File: src/rtl/sha256_round_ctrl_if.sv
// Host/datapath signal bundle for the SHA-256 round sequencer.
// With SHA256_CTRL_ABORT_EN defined the bundle also carries an abort request.
interface sha256_round_ctrl_if #(
    parameter int unsigned MAX_BLOCKS = 8,
    parameter int unsigned BLK_W      = $clog2(MAX_BLOCKS + 1),
    parameter int unsigned ADDR_W     = $clog2(MAX_BLOCKS * 16)
);
    logic              start;
    logic [BLK_W-1:0]  msg_blocks;
`ifdef SHA256_CTRL_ABORT_EN
    logic              abort;
`endif
    logic              msg_read_en;
    logic [ADDR_W-1:0] msg_read_addr;
    logic [5:0]        round_idx;
    logic              w_sel_msg;
    logic              hash_iv;
    logic              work_load;
    logic              round_en;
    logic              hash_add;
    logic              busy;
    logic              done;

`ifdef SHA256_CTRL_ABORT_EN
    modport master (
        output start, msg_blocks, abort,
        input  msg_read_en, msg_read_addr, round_idx, w_sel_msg,
               hash_iv, work_load, round_en, hash_add, busy, done
    );
    modport slave (
        input  start, msg_blocks, abort,
        output msg_read_en, msg_read_addr, round_idx, w_sel_msg,
               hash_iv, work_load, round_en, hash_add, busy, done
    );
`else
    modport master (
        output start, msg_blocks,
        input  msg_read_en, msg_read_addr, round_idx, w_sel_msg,
               hash_iv, work_load, round_en, hash_add, busy, done
    );
    modport slave (
        input  start, msg_blocks,
        output msg_read_en, msg_read_addr, round_idx, w_sel_msg,
               hash_iv, work_load, round_en, hash_add, busy, done
    );
`endif
endinterface

File: src/rtl/sha256_round_ctrl.sv
// Sequencer for the SHA-256 compression datapath: IV load, per-block load, 64 rounds, hash add.
// Optional feature macro: SHA256_CTRL_ABORT_EN (adds an abort input that returns the FSM to IDLE).
module sha256_round_ctrl #(
    parameter int unsigned MAX_BLOCKS = 8,
    parameter int unsigned BLK_W      = $clog2(MAX_BLOCKS + 1),
    parameter int unsigned ADDR_W     = $clog2(MAX_BLOCKS * 16)
) (
    input  logic                 i_clock,
    input  logic                 i_reset,
    sha256_round_ctrl_if.slave   ctrl_bus
);

    localparam logic [BLK_W-1:0] MAX_BLK    = BLK_W'(MAX_BLOCKS);
    localparam logic [5:0]       LAST_ROUND = 6'd63;

    typedef enum logic [2:0] {
        S_IDLE   = 3'd0,
        S_INIT   = 3'd1,
        S_LOAD   = 3'd2,
        S_ROUND  = 3'd3,
        S_UPDATE = 3'd4,
        S_DONE   = 3'd5
    } state_t;

    state_t            r_state;
    logic [BLK_W-1:0]  r_blocks;
    logic [BLK_W-1:0]  r_blk_cnt;
    logic [5:0]        r_round_idx;
    logic              r_read_en;
    logic [ADDR_W-1:0] r_read_addr;
    logic              r_w_sel;
    logic              r_hash_iv;
    logic              r_work_load;
    logic              r_round_en;
    logic              r_hash_add;
    logic              r_busy;
    logic              r_done;

    logic [BLK_W-1:0]  w_blk_nxt;
    logic [5:0]        w_round_nxt;
    logic [ADDR_W-1:0] w_base;
    logic [ADDR_W-1:0] w_next_base;
    logic [BLK_W-1:0]  w_blocks_clamped;
    logic              w_abort;

    assign w_blk_nxt        = r_blk_cnt + BLK_W'(1);
    assign w_round_nxt      = r_round_idx + 6'd1;
    assign w_base           = ADDR_W'(r_blk_cnt) << 4;
    assign w_next_base      = ADDR_W'(w_blk_nxt) << 4;
    assign w_blocks_clamped = (ctrl_bus.msg_blocks > MAX_BLK) ? MAX_BLK : ctrl_bus.msg_blocks;

`ifdef SHA256_CTRL_ABORT_EN
    assign w_abort = ctrl_bus.abort;
`else
    assign w_abort = 1'b0;
`endif

    // State and all outputs are registered together; strobes default low every cycle.
    always_ff @(posedge i_clock or posedge i_reset) begin
        if (i_reset) begin
            r_state     <= S_IDLE;
            r_blocks    <= '0;
            r_blk_cnt   <= '0;
            r_round_idx <= '0;
            r_read_en   <= 1'b0;
            r_read_addr <= '0;
            r_w_sel     <= 1'b0;
            r_hash_iv   <= 1'b0;
            r_work_load <= 1'b0;
            r_round_en  <= 1'b0;
            r_hash_add  <= 1'b0;
            r_busy      <= 1'b0;
            r_done      <= 1'b0;
        end else begin
            r_read_en   <= 1'b0;
            r_read_addr <= '0;
            r_w_sel     <= 1'b0;
            r_hash_iv   <= 1'b0;
            r_work_load <= 1'b0;
            r_round_en  <= 1'b0;
            r_hash_add  <= 1'b0;
            r_done      <= 1'b0;

            if (w_abort && (r_state != S_IDLE)) begin
                r_state     <= S_IDLE;
                r_busy      <= 1'b0;
                r_round_idx <= '0;
            end else begin
                case (r_state)
                    S_IDLE: begin
                        r_busy <= 1'b0;
                        if (ctrl_bus.start) begin
                            r_busy <= 1'b1;
                            if (ctrl_bus.msg_blocks == '0) begin
                                r_state <= S_DONE;
                                r_done  <= 1'b1;
                            end else begin
                                r_state     <= S_INIT;
                                r_blocks    <= w_blocks_clamped;
                                r_blk_cnt   <= '0;
                                r_round_idx <= '0;
                                r_hash_iv   <= 1'b1;
                                r_read_en   <= 1'b1;
                                r_read_addr <= '0;
                            end
                        end
                    end

                    // Word 0 was fetched in INIT/LOAD; round 0 prefetches word 1.
                    S_INIT, S_LOAD: begin
                        r_state     <= S_ROUND;
                        r_round_idx <= '0;
                        r_round_en  <= 1'b1;
                        r_w_sel     <= 1'b1;
                        r_read_en   <= 1'b1;
                        r_read_addr <= w_base + ADDR_W'(1);
                    end

                    S_ROUND: begin
                        if (r_round_idx == LAST_ROUND) begin
                            r_state     <= S_UPDATE;
                            r_round_idx <= '0;
                            r_hash_add  <= 1'b1;
                        end else begin
                            r_round_idx <= w_round_nxt;
                            r_round_en  <= 1'b1;
                            r_w_sel     <= (w_round_nxt < 6'd16);
                            if (w_round_nxt < 6'd15) begin
                                r_read_en   <= 1'b1;
                                r_read_addr <= w_base + ADDR_W'(w_round_nxt) + ADDR_W'(1);
                            end
                        end
                    end

                    S_UPDATE: begin
                        r_blk_cnt <= w_blk_nxt;
                        if (w_blk_nxt == r_blocks) begin
                            r_state <= S_DONE;
                            r_done  <= 1'b1;
                        end else begin
                            r_state     <= S_LOAD;
                            r_work_load <= 1'b1;
                            r_read_en   <= 1'b1;
                            r_read_addr <= w_next_base;
                        end
                    end

                    S_DONE: begin
                        r_state <= S_IDLE;
                        r_busy  <= 1'b0;
                    end

                    default: begin
                        r_state     <= S_IDLE;
                        r_busy      <= 1'b0;
                        r_round_idx <= '0;
                    end
                endcase
            end
        end
    end

    assign ctrl_bus.msg_read_en   = r_read_en;
    assign ctrl_bus.msg_read_addr = r_read_addr;
    assign ctrl_bus.round_idx     = r_round_idx;
    assign ctrl_bus.w_sel_msg     = r_w_sel;
    assign ctrl_bus.hash_iv       = r_hash_iv;
    assign ctrl_bus.work_load     = r_work_load;
    assign ctrl_bus.round_en      = r_round_en;
    assign ctrl_bus.hash_add      = r_hash_add;
    assign ctrl_bus.busy          = r_busy;
    assign ctrl_bus.done          = r_done;

endmodule
File: src/flat_wrapper.sv
// flat-port wrapper written by rule: the top's interface ports become plain ports
module sha256_round_ctrl_flat 
#(
    parameter int unsigned MAX_BLOCKS = 8,
    parameter int unsigned BLK_W      = $clog2(MAX_BLOCKS + 1),
    parameter int unsigned ADDR_W     = $clog2(MAX_BLOCKS * 16)
)
  (i_clock, i_reset, ctrl_bus_start, ctrl_bus_msg_blocks, ctrl_bus_msg_read_en, ctrl_bus_msg_read_addr, ctrl_bus_round_idx, ctrl_bus_w_sel_msg, ctrl_bus_hash_iv, ctrl_bus_work_load, ctrl_bus_round_en, ctrl_bus_hash_add, ctrl_bus_busy, ctrl_bus_done);
  sha256_round_ctrl_if #(.MAX_BLOCKS(MAX_BLOCKS), .BLK_W(BLK_W), .ADDR_W(ADDR_W)) ctrl_bus_i ();
  input  logic i_clock;
  input  logic i_reset;
  input wire logic [$bits(ctrl_bus_i.start)-1:0] ctrl_bus_start;
  input wire logic [$bits(ctrl_bus_i.msg_blocks)-1:0] ctrl_bus_msg_blocks;
  output wire logic [$bits(ctrl_bus_i.msg_read_en)-1:0] ctrl_bus_msg_read_en;
  output wire logic [$bits(ctrl_bus_i.msg_read_addr)-1:0] ctrl_bus_msg_read_addr;
  output wire logic [$bits(ctrl_bus_i.round_idx)-1:0] ctrl_bus_round_idx;
  output wire logic [$bits(ctrl_bus_i.w_sel_msg)-1:0] ctrl_bus_w_sel_msg;
  output wire logic [$bits(ctrl_bus_i.hash_iv)-1:0] ctrl_bus_hash_iv;
  output wire logic [$bits(ctrl_bus_i.work_load)-1:0] ctrl_bus_work_load;
  output wire logic [$bits(ctrl_bus_i.round_en)-1:0] ctrl_bus_round_en;
  output wire logic [$bits(ctrl_bus_i.hash_add)-1:0] ctrl_bus_hash_add;
  output wire logic [$bits(ctrl_bus_i.busy)-1:0] ctrl_bus_busy;
  output wire logic [$bits(ctrl_bus_i.done)-1:0] ctrl_bus_done;
  assign ctrl_bus_i.start = ctrl_bus_start;
  assign ctrl_bus_i.msg_blocks = ctrl_bus_msg_blocks;
  assign ctrl_bus_msg_read_en = ctrl_bus_i.msg_read_en;
  assign ctrl_bus_msg_read_addr = ctrl_bus_i.msg_read_addr;
  assign ctrl_bus_round_idx = ctrl_bus_i.round_idx;
  assign ctrl_bus_w_sel_msg = ctrl_bus_i.w_sel_msg;
  assign ctrl_bus_hash_iv = ctrl_bus_i.hash_iv;
  assign ctrl_bus_work_load = ctrl_bus_i.work_load;
  assign ctrl_bus_round_en = ctrl_bus_i.round_en;
  assign ctrl_bus_hash_add = ctrl_bus_i.hash_add;
  assign ctrl_bus_busy = ctrl_bus_i.busy;
  assign ctrl_bus_done = ctrl_bus_i.done;
  sha256_round_ctrl #(.MAX_BLOCKS(MAX_BLOCKS), .BLK_W(BLK_W), .ADDR_W(ADDR_W)) u_core (.i_clock(i_clock), .i_reset(i_reset), .ctrl_bus(ctrl_bus_i));
endmodule
File: config.mk
export PLATFORM = sky130hd
export DESIGN_NAME = sha256_round_ctrl_flat
export DESIGN_NICKNAME = d
export VERILOG_FILES = /design/src/rtl/sha256_round_ctrl_if.sv /design/src/rtl/sha256_round_ctrl.sv /design/src/flat_wrapper.sv
export SDC_FILE = /design/constraint.sdc
export NUM_CORES = 1
export LEC_CHECK = 0
export BUFFER_PORTS_ARGS = -buffer_cell sky130_fd_sc_hd__clkbuf_2
export CAP_MARGIN = 40
export CELL_PAD_IN_SITES_DETAIL_PLACEMENT = 1
export CELL_PAD_IN_SITES_GLOBAL_PLACEMENT = 1
export CORE_MARGIN = 3
export CORE_UTILIZATION = 45
export DETAILED_ROUTE_END_ITERATION = 7
export PLACE_DENSITY_LB_ADDON = 0.1
export SYNTH_ARGS = -nofsm -noshare
export SYNTH_HDL_FRONTEND = slang
export SYNTH_SLANG_ARGS = --single-unit
File: constraint.sdc
create_clock -name i_clock -period 4.1 [get_ports i_clock]
set_input_delay 0.41 -clock i_clock [delete_from_list [all_inputs] [get_ports i_clock]]
set_output_delay 0.41 -clock i_clock [all_outputs]
set_load 0.01 [all_outputs]
Yosys cells after proc, flatten, opt, wreduce, memory -nomap -nowiden
Cells that the tools add are included.

word-level totals
  flip-flop bits (word level) = 32
  input bits = 7
  output and inout port bits = 21
  word-level logic and storage cells = 80

cells by class
  $add $sub $neg = 5
  magnitude comparators = 3
  equal/unequal tests = 10
  mux-type cells = 37
  bitwise gates (word level) = 2
  reductions and logical operators = 10

operators with widths
  kind                 count
  $mux 7               3
  $pmux 7 s3           1
  $mux 6               3
  $pmux 6 s3           1
  $mux 1               15
  $add 7x1->7 const B  2
  $mux 3               4
  $mux 4               3
  $pmux 3 s4           1
  $reduce_and 3->1     3
  $pmux 1 s2           4
  $pmux 4 s2           1
  $add 7x6->7          1
  $add 6x1->6 const B  1
  $eq 3x2->1 const B   2
  $eq 3x3->1 const B   2
  $eq 6x6->1 const B   1
  $lt 6x4->1 const B   1
  $lt 6x5->1 const B   1
  $add 4x1->4 const B  1
  $eq 4x4->1           1
  $gt 4x4->1 const B   1
  $logic_not 4->1      1
  $ne 2x2->1 const B   2
  9 further kinds      11

Logic depth before layout (Yosys ltp)
  word-level depth = 6
  depth in mapped cells = 9
  gate-level depth less buffers = 8

Worst setup path before layout
OpenSTA, ideal clock, no wires.

  path type = register -> register
  from = reg u_core.r_round_idx[1] (netlist: u_core.ctrl_bus.round_idx[1])
  to = reg u_core.r_read_addr[5] (netlist: u_core.ctrl_bus.msg_read_addr[5])
  arrival = 2.021 ns
  data required time = 3.970 ns
  path slack = 1.949 ns
  cell stages (with the launch flop) = 9
  path buffers = 1
  cells stage by stage = dfrtp_1 -> ha_1 -> clkbuf_1 -> nand3_1 -> xnor2_1 -> ha_1 -> a31oi_1 -> xor2_1 -> o221ai_2

between the ends
  word-level cells in the longest chain between the ends = 6
  elaborated cells between the ends (all ways) = 8

ends and longest elaborated chain
  item                    RTL line                  text
  from (decl)             sha256_round_ctrl.sv:28   logic [5:0] r_round_idx;
  from (signal assigned)  sha256_round_ctrl.sv:125  r_round_idx <= w_round_nxt;
  $add 6x1->6             sha256_round_ctrl.sv:47   assign w_round_nxt = r_round_idx + 6'd1;
  $add 7x6->7             sha256_round_ctrl.sv:130  r_read_addr <= w_base + ADDR_W'(w_round_nxt) + ADDR_W'(1);
  $add 7x1->7             sha256_round_ctrl.sv:130
  $mux 7                  sha256_round_ctrl.sv:128  if (w_round_nxt < 6'd15) begin
  $mux 7 *                sha256_round_ctrl.sv:120  if (r_round_idx == LAST_ROUND) begin
  $pmux 7 s3 *            sha256_round_ctrl.sv:89   case (r_state)
  to (signal assigned)    sha256_round_ctrl.sv:116  r_read_addr <= w_base + ADDR_W'(1);
  to (signal assigned)    sha256_round_ctrl.sv:130
  to (signal assigned)    sha256_round_ctrl.sv:144  r_read_addr <= w_next_base;
  to (decl)               sha256_round_ctrl.sv:30   logic [ADDR_W-1:0] r_read_addr;

Mark *: on every way between the ends. The rest lies on a longest branch, timed or not.
A chain may end at the register's enable or synchronous reset.

Final worst setup path
  from = reg u_core.r_round_idx[0] (netlist: u_core.ctrl_bus.round_idx[0])
  to = reg u_core.r_read_addr[5] (netlist: u_core.ctrl_bus.msg_read_addr[5])

The elaborated chain is that of the path after synthesis.

==> results.json <==
{
  "cpMaxStageDelayCell": "dfrtp_1",
  "core_area_um2": 3520,
  "power_leakage_nw": 0.919,
  "crit_required_ns": 4.26,
  "synth_top_area_cell": "dfrtp_1",
  "crit_chain": "ha_1, nand3_1, xnor2_1, ha_1, a31oi_1, xor2_1, o221ai_2",
  "num_io_pins": 28,
  "start_kind": "flop",
  "worst_pin_slew_ns": 0.661,
  "first_iter_violations": 64,
  "place_congestion": 0.815,
  "cellPowerDensity_nw_per_um2": 299,
  "slew_headroom": 0.555,
  "ctsResizeCount": 0,
  "setup_violations": 0,
  "insertion_delay_ns": 0.28,
  "cp_num_buf_inv": 0,
  "r2r_cells": 7,
  "status": "complete, no violations",
  "grt_pass1_vias": 1454,
  "cts_tree": "done",
  "cp_top_family": "adder cells",
  "synth_top_area_frac": 0.463,
  "met2_usage": 0.366,
  "holdWs_ns": 0.187,
  "synth_ff_type": "dfrtp_1",
  "fin_setup_tns_ns": 0,
  "ctsRootBufferMaster": "clkbuf_8",
  "diodes": 0,
  "worst_ep_arrival_time_ns": 2.55,
  "yosysSeqAreaShare": 0.463,
  "synth_edf_count": 0,
  "critPathMaxStageDelay_ns": 0.56,
  "start_util": 0.491,
  "finalHoldViolCount": 0,
  "p_total_mw": 0.591,
  "ys_ff_latch": 32,
  "r2r-end": "u_core.ctrl_bus.msg_read_addr[5]",
  "cts_made_buffers": 5,
  "rsz0062_at_grt": "false",
  "synthArstFlopShare": 1.00,
  "clock.fmax_mhz": 418,
  "fin_ws_ns": 1.71,
  "clock-sinks": 32,
  "vdd_ir_drop_max_mv": 0.184,
  "routed-via-count": 1387,
  "pre_cts_slack_ns": 1.76,
  "busiest_layer": "met2",
  "syn_nets": 189,
  "areaGrowthSynthToFinish_pct": 14.3,
  "die_h_um": 68.0,
  "portBuffers": 27,
  "clock_skew_ns": 0.00511,
  "cts.clk_slew.worst_paths_ns": 0.07,
  "cp-end-kind": "flop",
  "drv_cap": 0,
  "first_pass_iters": 3,
  "wl_um": 4220,
  "crit_path_frequent_cell": "ha_1",
  "synth_area_um2": 1730,
  "r2r_setup_slack_ns": 1.71,
  "antenna_found_initial": 0,
  "syn_avg_cell_area_um2": 9.76,
  "hold_buffers": 0,
  "synthTopCellsByArea": "dfrtp_1 46%, nand2_1 5.9%, xnor2_1 4.6%, ha_1 3.6%, o21ai_0 3.2%",
  "crit_fanout": 12,
  "slew_viol_final": 0,
  "antenna_left": 0,
  "synthDistinctLibCells": 46,
  "reg2reg_from": "u_core.ctrl_bus.round_idx[0]",
  "ys_warn_count": 0,
  "wl_per_cell_um": 16.9,
  "gr-total-overflow": 0,
  "met3_usage": 0.0575,
  "drive_gt1_frac": 0.250,
  "fin_crit_sh": 0.583,
  "rows": 21,
  "grtUsageTotal": 0.220,
  "grt_pass1_wl_um": 7230,
  "dieArea_um2": 4620,
  "critPathKind": "reg2reg",
  "grt_use_met1": 0.258,
  "dp_hpwl_um": 3150,
  "yosys-top-cells-count": "32 x dfrtp_1, 27 x nand2_1, 11 x o21ai_0",
  "die_w_um": 68.0,
  "grt_max_degree": 33,
  "vias_per_cell": 5.55,
  "min_path_type": "in2async",
  "yosysMostFrequentCell": "dfrtp_1",
  "cts_setup_buffers": 0,
  "fin_crit_ns": 2.39,
  "postSynthCellCount": 177,
  "cts_max_level": 2,
  "drc": 0,
  "cts_buffer_depth": 2,
  "nets": 216
}
[registers in the layout, summed over array words and instances (netlist names)]
name	flops
u_core.ctrl_bus.msg_read_addr	7
u_core.ctrl_bus.round_idx	6
u_core.r_blk_cnt	4
u_core.r_blocks	4
u_core.r_state	3
u_core.ctrl_bus.busy	1
u_core.ctrl_bus.done	1
u_core.ctrl_bus.hash_add	1
u_core.ctrl_bus.hash_iv	1
u_core.ctrl_bus.msg_read_en	1
u_core.ctrl_bus.round_en	1
u_core.ctrl_bus.w_sel_msg	1
u_core.ctrl_bus.work_load	1
[cell usage in the layout, fill, tap and decap left out, types with 7 or more instances in the layout]
cell type and instances:
inv_1 9, nand3_1 9, xnor2_1 9, a21oi_1 10, nor2_1 9, clkbuf_8 7
o21ai_0 11, dfrtp_1 32, nand2_1 27, clkbuf_2 27
[worst max path at each step]
stage | cells after the start | endpoint | start
floorplan | 8 | u_core.ctrl_bus.msg_read_addr[5] | u_core.ctrl_bus.round_idx[1]
global placement | 7 | u_core.ctrl_bus.msg_read_addr[5] | u_core.ctrl_bus.round_idx[0]
detailed placement | 7 | u_core.ctrl_bus.msg_read_addr[5] | u_core.ctrl_bus.round_idx[0]
CTS | 7 | u_core.ctrl_bus.msg_read_addr[5] | u_core.ctrl_bus.round_idx[0]
global route | 7 | u_core.ctrl_bus.msg_read_addr[5] | u_core.ctrl_bus.round_idx[0]
finish | 7 | u_core.ctrl_bus.msg_read_addr[5] | u_core.ctrl_bus.round_idx[0]
[cell families (layout without fill, tap and decap cells)]
kind of cell,Yosys count,after routing,share of synthesized area
simple gates,68,68,0.206
compound gates,40,40,0.159
flops,32,32,0.463
buf+inv,17,44,0.0485
xor+xnor,13,13,0.0746
fa+ha+maj,5,5,0.0362
mux,2,2,0.0116
[layout make-up]
cell class              count  area [um^2]
fillers                   411         1550
multi-input cells         128          843
flip-flops and latches     32          801
repair buffers             28          143
clock buffers               7         96.3
well taps                  46         57.6
inverters                   9         33.8
[worst min-delay path, cell delays in order]
cell	delay, ns
clkbuf_2	0.08
inv_1	0.04
buf_4	0.36
[routing by layer]
metal	vias to the layer above	part of all wire
met5	-	0
met3	11	0.038
met1	681	0.43
met4	0	0.030
li1	664	-
met2	31	0.50
[power by group]
group	switching, mW	internal [mW]
clock	0.113	0.149
combinational	0.00915	0.00367
sequential	0	0.316
[through the flow]
stage / instances / instance area (um^2) / utilization
floorplan: 177 / 1730 / -
global placement: 243 / 1880 / 0.533
detailed placement: 243 / 1880 / 0.533
CTS: 250 / 1970 / 0.561
global route: 250 / 1970 / 0.561
finish: 250 / 1970 / 0.561
(Power assumes the default switching activity.)
